`src/rtl/cap_board_pkg.sv`:
```
// Shared constants, types and the reference decode for the capacitor-bank board decoder.
package cap_board_pkg;

  localparam int unsigned NUM_CAPS = 4;
  localparam int unsigned CODE_W   = 7;
  localparam int unsigned ADDR_W   = 6;

  // Wide enough for NUM_CAPS*A + i with headroom, and never narrower than the code.
  localparam int unsigned CMP_W =
      ((CODE_W > ADDR_W + $clog2(NUM_CAPS)) ? CODE_W : ADDR_W + $clog2(NUM_CAPS)) + 1;

  typedef logic [CODE_W-1:0]   code_t;
  typedef logic [ADDR_W-1:0]   addr_t;
  typedef logic [NUM_CAPS-1:0] cap_state_t;

  function automatic cap_state_t cap_decode(input code_t code, input addr_t addr);
    cap_state_t       res;
    addr_t            board;
    logic [CMP_W-1:0] base;
    logic [CMP_W-1:0] code_ext;
    board    = ~addr;
    base     = CMP_W'(NUM_CAPS) * CMP_W'(board);
    code_ext = CMP_W'(code);
    for (int i = 0; i < NUM_CAPS; i++) begin
      res[i] = (code != '0) && (code_ext >= base + CMP_W'(i));
    end
    return res;
  endfunction

endpackage

```
`src/rtl/cap_board_strobe_sync.sv`:
```
// Synchronizes the asynchronous update strobe and flags its rising edge for one clock.
module cap_board_strobe_sync #(
  parameter int unsigned SYNC_STAGES = 2
) (
  input  logic clk,
  input  logic rst_n,
  input  logic async_in,
  output logic rise
);

  logic [SYNC_STAGES-1:0] sync_q;
  logic                   hist_q;

  always_ff @(posedge clk or negedge rst_n) begin
    if (!rst_n) begin
      sync_q <= '0;
      hist_q <= 1'b0;
    end else begin
      sync_q <= {sync_q[SYNC_STAGES-2:0], async_in};
      hist_q <= sync_q[SYNC_STAGES-1];
    end
  end

  assign rise = sync_q[SYNC_STAGES-1] & ~hist_q;

endmodule

```
`src/rtl/cap_board_decoder.sv`:
```
// Per-board capacitor switch decoder: latches a thermometer slice of the shared tuning code
// on each synchronized rising edge of the strobe.
module cap_board_decoder #(
  parameter int unsigned NUM_CAPS    = cap_board_pkg::NUM_CAPS,
  parameter int unsigned CODE_W      = cap_board_pkg::CODE_W,
  parameter int unsigned ADDR_W      = cap_board_pkg::ADDR_W,
  parameter int unsigned SYNC_STAGES = 2
) (
  input  logic                clk,
  input  logic                rst_n,
  input  logic [ADDR_W-1:0]   addr,
  input  logic                enable,
  input  logic [CODE_W-1:0]   code,
  output logic [NUM_CAPS-1:0] state
);

  localparam int unsigned CmpW =
      ((CODE_W > ADDR_W + $clog2(NUM_CAPS)) ? CODE_W : ADDR_W + $clog2(NUM_CAPS)) + 1;

  logic                rise;
  logic [ADDR_W-1:0]   board;
  logic [CmpW-1:0]     base;
  logic [CmpW-1:0]     code_ext;
  logic [NUM_CAPS-1:0] state_d;
  logic [NUM_CAPS-1:0] state_q;

  cap_board_strobe_sync #(
    .SYNC_STAGES(SYNC_STAGES)
  ) u_strobe_sync (
    .clk     (clk),
    .rst_n   (rst_n),
    .async_in(enable),
    .rise    (rise)
  );

  // Address pins are active low: switch ON reads as 0.
  assign board    = ~addr;
  assign base     = CmpW'(NUM_CAPS) * CmpW'(board);
  assign code_ext = CmpW'(code);

  always_comb begin
    state_d = '0;
    for (int i = 0; i < NUM_CAPS; i++) begin
      state_d[i] = (code != '0) && (code_ext >= base + CmpW'(i));
    end
  end

  always_ff @(posedge clk or negedge rst_n) begin
    if (!rst_n) begin
      state_q <= '0;
    end else if (rise) begin
      state_q <= state_d;
    end
  end

  assign state = state_q;

endmodule

```
`config.mk`:
```
export PLATFORM = sky130hd
export DESIGN_NAME = cap_board_decoder
export DESIGN_NICKNAME = d
export VERILOG_FILES = /design/src/rtl/cap_board_pkg.sv /design/src/rtl/cap_board_strobe_sync.sv /design/src/rtl/cap_board_decoder.sv
export SDC_FILE = /design/constraint.sdc
export NUM_CORES = 1
export LEC_CHECK = 0
export ABC_AREA = 1
export BUFFER_PORTS_ARGS = -buffer_cell sky130_fd_sc_hd__buf_2
export CAP_MARGIN = 20
export CORE_AREA = 2 2 39 41
export DETAILED_ROUTE_END_ITERATION = 8
export DIE_AREA = 0 0 41 43
export GPL_ROUTABILITY_DRIVEN = 0
export PLACE_DENSITY_LB_ADDON = 0.3
export SLEW_MARGIN = 20
export SYNTH_ARGS = -nofsm -noshare
export SYNTH_HDL_FRONTEND = slang
export SYNTH_SLANG_ARGS = --single-unit
```
`constraint.sdc`:
```
create_clock -name clk -period 1.6 [get_ports clk]
set_clock_uncertainty 0.2 [all_clocks]
set_input_delay 0.08 -clock clk [delete_from_list [all_inputs] [get_ports clk]]
set_output_delay 0.08 -clock clk [all_outputs]
set_load 0.01 [all_outputs]
```
## Word level (Yosys, flattened, before mapping)

Index checks and enable logic that the tools add are counted.
Widths: inputs -> output; s select.

| word-level totals | value |
|---|---|
| bits in registers | 7 |
| bits of input ports | 16 |
| output and inout bits | 4 |

| cells by class | value |
|---|---|
| add/subtract/negate cells | 3 |
| $lt $le $gt $ge | 4 |
| bitwise logic cells | 3 |
| reduce and logical (&&, ||, !) cells | 5 |

Operators with widths:

| operator | count |
|---|---|
| $ge 7x9->1 | 3 |
| $add 8x2->9 const B | 2 |
| $add 8x1->9 const B | 1 |
| $ge 7x8->1 | 1 |
| $reduce_bool 7->1 | 1 |
| $not 6->6 | 1 |
| $logic_and 1x1->1 | 4 |
| $and 1x1->1 | 1 |
| $not 1->1 | 1 |

## Depth between registers and ports, before layout

| logic depth | value |
|---|---|
| depth after elaboration | 4 |
| gate-level depth with buffers | 8 |

## Cells and area by module

From an unflattened synthesis, not the netlist that was laid out.

| unflattened totals | value |
|---|---|
| cell total of the unflattened synthesis | 71 |
| area, all modules | 508.0 um2 |

Modules (own cells, without submodules):

| module | instances | cells an instance | area each (um2) | sequential area each (um2) |
|---|---|---|---|---|
| cap_board_decoder | 1 | 66 | 422.9 | 100.1 |
| cap_board_strobe_sync | 1 | 5 | 85.1 | 75.1 |

## Worst setup path before layout

OpenSTA, ideal clock, no wires.

| timing path | value |
|---|---|
| path type | input -> register |
| start | input port addr[2] |
| end | register state_q[3], in the netlist state[3] |
| library setup time | 0.117 ns |
| arrival time | 0.778 ns |
| setup slack | 0.505 ns |
| stages on the path | 7 |
| buffers on the path | 0 |
| path through | ha_1 > nand2_1 > nand3_1 > nand2_1 > nand3_1 > nand3_1 > nand2_1 |

| between the ends | value |
|---|---|
| cells in the longest elaborated chain, start to end | 4 |

Ends and longest elaborated chain:

| what | RTL line | source |
|---|---|---|
| start: declaration | cap_board_decoder.sv:11 | `input logic [ADDR_W-1:0] addr,` |
| $not 6->6 | cap_board_decoder.sv:37 | `assign board = ~addr;` |
| $add 8x2->9 | cap_board_decoder.sv:44 | `state_d[i] = (code != '0) && (code_ext >= base + CmpW'(i));` |
| $ge 7x9->1 | cap_board_decoder.sv:44 |  |
| $logic_and 1x1->1 | cap_board_decoder.sv:44 |  |
| end signal: assignment | cap_board_decoder.sv:52 | `state_q <= state_d;` |
| end: declaration | cap_board_decoder.sv:25 | `logic [NUM_CAPS-1:0] state_q;` |

No other way between the ends.
A chain may end at the register's enable or synchronous reset.

==> out/results.txt <==
Synth top area share - 0.337
I/O pin count - 20
CP Depth - 3
P_int - 350 uW
Synth Area in XOR/XNOR - 0
Max_slew headroom - 0.787
Wire per inst - 8.79 um
Met3 wire len - 57 um
CP Max Fanout - 7
Complex-gate fraction of the synthesized area - 0.0386
Seq/Total Area, Yosys - 0.337
Drt via density - 4.42
Top cells by area, synth - dfrtp_1, nand2_1, ha_1
R2r startpoint - u_strobe_sync.hist_q$_DFF_PN0_
Hold WS - 0.0185 ns
CTS tree - built
Max Buffers Root-to-Sink - 2
Delay-heaviest family, CP - buffers and inverters
Post-CTS Setup Repair Bufs - 0
HP Start - code[6]
Worst path max stage delay - 0.73 ns
# setup viols final - 0
Final worst-path cycle share - 0.760
Area share of and/or/nand/nor cells after synthesis - 0.386
Post-layout nets - 120
CP Launch Type - input port
Crit Path Category - in -> async
Met2 routed WL - 469 um
Clock root cell - clkbuf_4
Comb pwr share - 0.267
Setup crit end kind - asynchronous set/reset pin
Row count - 14
H-tree Lvls - 1
CP most frequent cell - dlygate4sd3_1
Seq cells post-synth - 7
Ant diodes - 0
Post-synthesis adder-cell area fraction - 0.145
Area leader, netlist - dfrtp_1
GRT Total Usage - 0.149
Initial Util - 0.375
Crit path DAT - 1.42 ns
Die Wd - 41 um
Clk sinks - 7
Worst Hold End - state[3]$_DFFE_PN0P_
Worst path cell trace - dlygate4sd3_1 > buf_2 > dlygate4sd3_1
Main combinational cell family by area after synthesis - simple AND/OR/NAND/NOR gates
Die area - 1760 um2
RSZ-0062 raised after global routing - false
Core area - 1380 um2
P_leak - 0.000404 uW
Area grow syn2layout - 33.0%
Mux share of post-synthesis cell area - 0
Layout cell share with drive strength beyond 1 - 0.340
Clk_lat worst skew - 0.25 ns
VDD IR max - 0.200 mV
# DRC - 0
Ys Warns - 0
Number of I/O port buffers - 19
Post-synthesis cell count - 71
DR top layer - met4
Final hold violation count - 0
Die Y - 43 um
Max-slew violations - 0
Register-to-register setup slack - 0.43 ns
# resized after CTS - 0
Actual slew at the worst max-slew pin - 0.319 ns
Status - finished, final reports clean
Drt total wl - 993 um
Worst reg2reg path endpoint - state[1]$_DFFE_PN0P_
Via count - 500
Bufs and invs on worst path - 3
Seq pwr share - 0.411
WL met1 - 438 um
Final min period - 1.22 ns
Initial DRC Count - 10
R2R cell count - 5
Mapped Area - 519 um2
Largest net degree at the start of global routing - 8
Number of buffers created by CTS - 3
Critical path startpoint - rst_n
Post-Syn Nets - 93
Setup TNS Final - 0 ns
Hold Path Class - in -> reg
Hpwl dp - 848 um
Total congestion overflow - 0
First-pass GRT wire length - 1830 um
Number of global-route vias before repair - 486
TritonRoute pass-1 iters - 4
Syn_area_per_cell - 7.31 um2
Fmax - 822 MHz
Slowest CP cell - dlygate4sd3_1
Clk pin slew, worst setup/hold paths - 0.05 ns
WP data required - 1.81 ns
ANT nets after route - 0
Clk network pwr share - 0.322
Synth unique cells - 13
Max Cap Violations - 0
# hold bufs at CTS - 3
Hold Path Stages - 5
Number of antenna violations at the first check in global routing - 0
Switching Share - 0.297
Switch Pwr - 148 uW
Cell area power density - 721 nW/um2
-- tightest hold or removal path: stages --
cell and delay (ns):
buf_2 0.09, nor2_1 0.06, nand3_1 0.08, nand3_1 0.07
nand2_1 0.06
-- layer usage --
metal  global-route usage  up-vias
li1                     -      271
met1                0.190      205
met3               0.0314        5
met2                0.225       19
met4               0.0800        0
met5                    0        -
-- cell usage after synthesis (all sizes together) --
cell type,n
o21bai,1
nand2,26
ha,6
nand4,1
nor2,7
dfrtp,7
inv,13
nand3,9
a31oi,1
-- cell families after synthesis --
logic type | Yosys count
simple gates | 43
compound gates | 2
fa+ha+maj | 6
flops | 7
buf+inv | 13
-- how the worst max path moves through the flow --
stage / to / slack [ns]
5_1_grt: state[1]$_DFFE_PN0P_ / 0.28
3_3_place_gp: state[3]$_DFFE_PN0P_ / 0.32
3_5_place_dp: state[3]$_DFFE_PN0P_ / 0.30
6_report: state[2]$_DFFE_PN0P_ / 0.38
2_1_floorplan: state[3]$_DFFE_PN0P_ / 0.50
4_1_cts: u_strobe_sync.sync_q[1]$_DFF_PN0_ / 0.36
-- metrics by stage --
stage                     setup slack, ns  cell area [um2]  utilization  total power (uW)  instances
after floorplan                     0.505              519            -               284         71
after global placement              0.320              634        0.458               333        106
after CTS                           0.357              691        0.499               506        113
after detailed placement            0.298              634        0.458               337        106
after global routing                0.281              691        0.499               543        113
final                               0.384              691        0.499               498        113
-- sequential cells by signal, summed over array words and instances, names as in the netlist --
signal                cells
state                     4
u_strobe_sync.sync_q      2
u_strobe_sync.hist_q      1
-- cell usage in the layout (no fill, tap or decap) --
cell and instances:
a31oi_2 1, buf_2 19, clkbuf_1 1, clkbuf_4 3, dfrtp_1 7, dlygate4sd3_1 3
ha_1 6, inv_1 9, inv_2 4, nand2_1 23, nand2_2 3, nand3_1 9
nand4_1 1, nor2_1 4, nor2_2 1, nor2_4 2, o21bai_1 1
-- power groups by stage --
| stage | sequential (uW) | clock, uW | combinational [uW] |
|---|---|---|---|
| 4_1_cts | 205 | 166 | 136 |
| 3_3_place_gp | 206 | 0 | 127 |
| 3_5_place_dp | 208 | 0 | 129 |
| 5_1_grt | 206 | 182 | 155 |
| 6_report | 204 | 160 | 133 |
| 2_1_floorplan | 214 | 0 | 70.6 |
-- layout make-up --
type	instances	area [um2]
Tap cell	16	20.0
Sequential cell	7	175
Multi-Input combinational cell	51	295
Clock buffer	4	26.3
Timing Repair Buffer	22	125
Inverter	13	48.8
Fill cell	151	693
Power figures use the tool's default switching activity.
